--- src/rtl/audio_pkg.sv ---
`default_nettype none
// ============================================================================
//  Module      : audio_pkg
//  Description : Constants and types shared across the audio note pipeline
//                (note_lookup, note_stabilizer, duration_detector,
//                image_sprite).
//  Revision    : 1.0 - initial release
// ============================================================================
package audio_pkg;

    // Width of a note index and the index that means silence.
    localparam int               NOTE_W    = 6;
    localparam logic [NOTE_W-1:0] REST_NOTE = '0;

    // Vote sequencer states for note_stabilizer.
    typedef enum logic [1:0] {
        IDLE   = 2'd0,
        COUNT  = 2'd1,
        DECIDE = 2'd2
    } stab_state_t;

endpackage
`default_nettype wire

--- src/rtl/note_stabilizer.sv ---
`default_nettype none
// ============================================================================
//  Module      : note_stabilizer
//  Description : Sliding-window majority filter on the per-frame note index.
//                Each accepted sample is shifted into a WINDOW-deep history,
//                its matches are counted one entry per cycle, and it becomes
//                the stable note once it holds at least MIN_VOTES entries.
//  Revision    : 1.0 - initial release
// ============================================================================
module note_stabilizer #(
    parameter int                WINDOW    = 8,
    parameter int                MIN_VOTES = 5,
    parameter int                NOTE_W    = audio_pkg::NOTE_W,
    parameter logic [NOTE_W-1:0] REST_NOTE = audio_pkg::REST_NOTE
) (
    input  logic                         clk_in,
    input  logic                         rst_in,
    input  logic [NOTE_W-1:0]            note_index_in,
    input  logic                         note_valid_in,
    output logic [NOTE_W-1:0]            note_out,
    output logic                         note_valid_out,
    output logic                         note_changed_out,
    output logic [$clog2(WINDOW+1)-1:0]  confidence_out,
    output logic                         overrun_out
);

    import audio_pkg::*;

    localparam int                 c_IDX_W     = $clog2(WINDOW);
    localparam int                 c_CNT_W     = $clog2(WINDOW + 1);
    localparam logic [c_IDX_W-1:0] c_LAST_IDX  = c_IDX_W'(WINDOW - 1);
    localparam logic [c_CNT_W-1:0] c_MIN_VOTES = c_CNT_W'(MIN_VOTES);

    stab_state_t        r_state;
    stab_state_t        w_state_next;

    logic [NOTE_W-1:0]  r_hist [WINDOW];
    logic [NOTE_W-1:0]  r_cand;
    logic [NOTE_W-1:0]  r_pend;
    logic               r_pend_full;
    logic [c_IDX_W-1:0] r_idx;
    logic [c_CNT_W-1:0] r_count;

    logic               w_accept;
    logic               w_count_en;
    logic               w_decide;
    logic [NOTE_W-1:0]  w_accept_note;

    // State register.
    always_ff @(posedge clk_in or negedge rst_in) begin
        if (!rst_in) r_state <= IDLE;
        else         r_state <= w_state_next;
    end

    // Next-state: accept -> scan WINDOW entries -> one decision cycle.
    always_comb begin
        w_state_next = r_state;
        unique case (r_state)
            IDLE:    if (note_valid_in || r_pend_full) w_state_next = COUNT;
            COUNT:   if (r_idx == c_LAST_IDX)          w_state_next = DECIDE;
            DECIDE:  w_state_next = IDLE;
            default: w_state_next = IDLE;
        endcase
    end

    // FSM decodes; a waiting pending sample is served before a fresh strobe.
    always_comb begin
        w_accept      = (r_state == IDLE) && (note_valid_in || r_pend_full);
        w_count_en    = (r_state == COUNT);
        w_decide      = (r_state == DECIDE);
        w_accept_note = r_pend_full ? r_pend : note_index_in;
    end

    // History shift register, newest sample at entry 0.
    for (genvar i = 0; i < WINDOW; i++) begin : g_hist
        always_ff @(posedge clk_in or negedge rst_in) begin
            if (!rst_in) begin
                r_hist[i] <= REST_NOTE;
            end else if (w_accept) begin
                if (i == 0) r_hist[i] <= w_accept_note;
                else        r_hist[i] <= r_hist[(i == 0) ? 0 : i - 1];
            end
        end
    end

    // Single-entry pending buffer for strobes that arrive while a vote runs.
    always_ff @(posedge clk_in or negedge rst_in) begin
        if (!rst_in) begin
            r_pend      <= REST_NOTE;
            r_pend_full <= 1'b0;
            overrun_out <= 1'b0;
        end else if (w_accept) begin
            // Pending is consumed; a coincident strobe takes its place.
            r_pend_full <= r_pend_full && note_valid_in;
            if (r_pend_full && note_valid_in) r_pend <= note_index_in;
        end else if (note_valid_in) begin
            r_pend      <= note_index_in;
            r_pend_full <= 1'b1;
            if (r_pend_full) overrun_out <= 1'b1;
        end
    end

    // Match counter: one history entry compared per COUNT cycle.
    always_ff @(posedge clk_in or negedge rst_in) begin
        if (!rst_in) begin
            r_cand  <= REST_NOTE;
            r_idx   <= '0;
            r_count <= '0;
        end else if (w_accept) begin
            r_cand  <= w_accept_note;
            r_idx   <= '0;
            r_count <= '0;
        end else if (w_count_en) begin
            if (r_hist[r_idx] == r_cand) r_count <= r_count + c_CNT_W'(1);
            r_idx <= r_idx + c_IDX_W'(1);
        end
    end

    // Decision outputs: registered once per vote, pulses last one cycle.
    always_ff @(posedge clk_in or negedge rst_in) begin
        if (!rst_in) begin
            note_out         <= REST_NOTE;
            note_valid_out   <= 1'b0;
            note_changed_out <= 1'b0;
            confidence_out   <= '0;
        end else begin
            note_valid_out   <= w_decide;
            note_changed_out <= w_decide && (r_count >= c_MIN_VOTES) && (r_cand != note_out);
            if (w_decide) begin
                confidence_out <= r_count;
                if ((r_count >= c_MIN_VOTES) && (r_cand != note_out)) note_out <= r_cand;
            end
        end
    end

endmodule
`default_nettype wire

--- config.mk ---
export PLATFORM = sky130hd
export DESIGN_NAME = note_stabilizer
export DESIGN_NICKNAME = d
export VERILOG_FILES = /design/src/rtl/audio_pkg.sv /design/src/rtl/note_stabilizer.sv
export SDC_FILE = /design/constraint.sdc
export NUM_CORES = 1
export LEC_CHECK = 0
export ABC_CLOCK_PERIOD_IN_PS = 3590
export BUFFER_PORTS_ARGS = -buffer_cell sky130_fd_sc_hd__buf_4
export CAP_MARGIN = 20
export CORE_ASPECT_RATIO = 0.75
export CORE_MARGIN = 3
export CORE_UTILIZATION = 26
export CTS_BUF_LIST = sky130_fd_sc_hd__clkbuf_8
export CTS_CLUSTER_SIZE = 25
export DETAILED_ROUTE_END_ITERATION = 7
export GPL_TIMING_DRIVEN = 0
export PLACE_DENSITY_LB_ADDON = 0.25
export SLEW_MARGIN = 20
export SYNTH_ARGS = -nofsm -noshare
export SYNTH_HDL_FRONTEND = slang
export SYNTH_SLANG_ARGS = --single-unit
--- constraint.sdc ---
create_clock -name clk_in -period 3.59 [get_ports clk_in]
set_clock_uncertainty 0.2 [all_clocks]
set_input_delay 0.5385 -clock clk_in [delete_from_list [all_inputs] [get_ports clk_in]]
set_output_delay 0.5385 -clock clk_in [all_outputs]
set_load 0.01 [all_outputs]
==> results.yml <==
placement:
  placedCellCount: 553
  gp_congestion: 0.785
  port_buffers: 21
  dp_hpwl_um: 5550
sta:
  period_minus_slack_ns: 2.69
  tightest_slew_ns: 0.971
  fin_tns_setup_ns: 0
  rsz0062_at_grt: "false"
  setup_viol: 0
  hold_viol: 0
  report.final.slew_viol_count: 0
  period_share_pct: 75.0
  slew_headroom_pct: 34.8
  fmax_mhz: 372
global_route:
  grt_pass1_vias: 2581
  track_usage_pct: 11.4
  grt_pass1_wl_um: 13500
  overflow: 0
  grt_max_degree: 78
  antenna_found_initial: 0
critical_path:
  crit_type: "reg -> reg"
  worst-path-max-fanout: 10
  reg2reg_to: "r_count[2]"
  path_buf_inv: 3
  cp_slowest_stage_delay_ns: 0.51
  worstPathCellList: "buf_6 -> buf_8 -> mux2_1 -> o22ai_1 -> or3_1 -> nand4_1 -> or4_4 -> buf_6 -> o211ai_2 -> o31ai_2"
  critical-path-top-delay-family: "simple AND/OR/NAND/NOR gates"
  cp_slowest_cell: "or4_4"
  worstRegToRegCells: 10
  reg2reg_from: "r_idx[0]"
  reg2reg_slack_ns: 0.90
  crit_path_end_kind: "register"
  cpMostUsedCell: "buf_6"
  worstPathRequired_ns: 3.63
  start_kind: "register"
  worstPathArrival_ns: 2.73
detailed_routing:
  drc_errors: 0
  wire_per_inst_um: 13.8
  antenna_left: 0
  drt_pass1_iterations: 4
  wl_um: 7820
  drtIter0Drc: 96
  viasPerCell: 4.51
  vias: 2561
floorplanning:
  core_um2: 13200
  pin_count: 22
  die_x_um: 142
  die_y_um: 108
  start_util_pct: 27.2
  die_area_um2: 15300
  rows: 36
logic_synthesis:
  synth_area_leaders: "dfrtp_1 (54%), nand2_1 (15%), mux2_2 (7.2%)"
  synth_top_area_cell: "dfrtp_1"
  yosys_warnings: 0
  synth_mux_area_share_pct: 13.2
  synthCells: 361
  synth_compound_area_share_pct: 7.86
  synth_xor_area_share_pct: 1.70
  synthSimpleGateAreaFrac_pct: 18.8
  ys_seq_elements: 77
  synth_most_common_cell: "nand2_1"
  synthAdderAreaFrac_pct: 1.74
  yosysUniqueCellTypes: 34
  synth-seq-area-share_pct: 53.5
  synth_nets: 375
  ys.flop_type: "dfrtp_1"
  async_reset_ff_share_pct: 100
  syn-cell-area_um2: 3600
  synth.top_cell.area_share_pct: 53.5
  syn_area_per_cell_um2: 9.97
  synth_common_cells: "nand2_1 (140), dfrtp_1 (77), mux2_2 (23)"
  synth_edf_count: 0
  synth_top_family_by_area: "simple AND/OR/NAND/NOR gates"
layout:
  drive_above_1_share_pct: 17.4
  finalNonFillerCells: 568
  areaGrowthSynthToFinish_pct: 15.3
  diodes: 0
  fin_nets: 407
clock_network:
  clockRootBuffer: "clkbuf_8"
  clk_path_buf_depth: 2
  insertion_delay_ns: 0.36
  numCtsBuffers: 9
  cts_tree: "built"
  h-tree-depth: 3
  clock_sinks: 77
  postCtsSetupBuffers: 0
  cts_resized: 0
  ctsHoldBuffers: 0
  path_clk_slew_ns: 0.08
outcome:
  status: "complete, no violations"
power_and_ir_drop:
  cellPowerDensity_nw_per_um2: 808
  vdd_drop_max_v: 0.000226
  power_leakage_nw: 2.08
flow_run:
  cap_violations: 0
min_path:
  hp-class: "in -> async"
worst register-to-register path, stage by stage, from the launching register on:
cell	delay, ns
dfrtp_1	0.38
buf_6	0.17
buf_8	0.17
mux2_1	0.34
o22ai_1	0.18
or3_1	0.14
nand4_1	0.12
or4_4	0.51
buf_6	0.15
o211ai_2	0.14
o31ai_2	0.09
layout by cell type, fill, tap and decap left out, drive strengths merged, types with 4 or more instances in the layout:
master    n
dfrtp    77
nand2b    4
nand2   140
or3       5
o21ai    20
clkbuf   24
inv       7
ha        5
nand3     5
xnor2     5
mux2     26
buf      25
o22ai     6
a22o      5
mux2i    18
nor2      4
registers in the layout (all words and copies together), names as in the netlist:
name / flops
r_idx: 3
confidence_out: 4
r_count: 4
note_valid_out: 1
note_out: 6
r_pend: 6
r_hist: 42
note_changed_out: 1
r_pend_full: 1
r_state: 2
overrun_out: 1
r_cand: 6
cells by family after synthesis:
| logic type | count (synthesis) |
|---|---|
| XOR/XNOR | 7 |
| multiplexers | 44 |
| adder cells (fa/ha/maj) | 5 |
| AND/OR/NAND/NOR | 166 |
| buffers and inverters | 21 |
| AO/OA/AOI/OAI | 41 |
| flip-flops | 77 |
power breakdown:
part | internal, W | switching (W) | leakage, nW
Sequential | 0.00117 | 0.000284 | 1.00
Combinational | 0.000571 | 0.000735 | 0.979
Clock | 0.000298 | 0.000299 | 0.101
Total | 0.00203 | 0.00132 | 2.08
stage by stage:
step	utilization [%]	setup WS [ns]	instance area (um^2)	hold WS (ns)	total power [W]
2_1_floorplan	-	1.07	3600	0.0429	0.00239
3_3_place_gp	30.0	0.889	3970	0.260	0.00276
3_5_place_dp	30.0	0.897	3970	0.266	0.00279
4_1_cts	31.3	0.879	4150	0.175	0.00340
5_1_grt	31.3	0.651	4150	0.208	0.00367
6_report	31.3	0.899	4150	0.131	0.00335
metal layers:
layer,wire length (um),track usage [%]
met5,0,0
met4,157,4.45
met3,267,3.20
met2,3190,16.0
met1,4200,16.5
how the worst max path moves through the flow:
stage | from | endpoint | depth (start not counted)
after detailed placement | r_idx[0] | r_count[3] | 10
after global routing | r_pend_full | r_hist[40] | 6
after CTS | r_idx[0] | r_count[3] | 10
final | r_idx[0] | r_count[2] | 10
after global placement | r_idx[0] | r_count[3] | 10
after floorplan | r_idx[0] | r_count[2] | 10
cell type report:
| class | count | area (um^2) |
|---|---|---|
| fill | 1380 | 9090 |
| sequential | 77 | 1930 |
| multi-input combinational | 263 | 1560 |
| tap | 171 | 214 |
| clock buffer | 12 | 165 |
| timing repair buffer | 21 | 158 |
| buffer | 16 | 93.8 |
| inverter | 5 | 18.8 |
| clock inverter | 3 | 12.5 |
(Power assumes the default switching activity.)
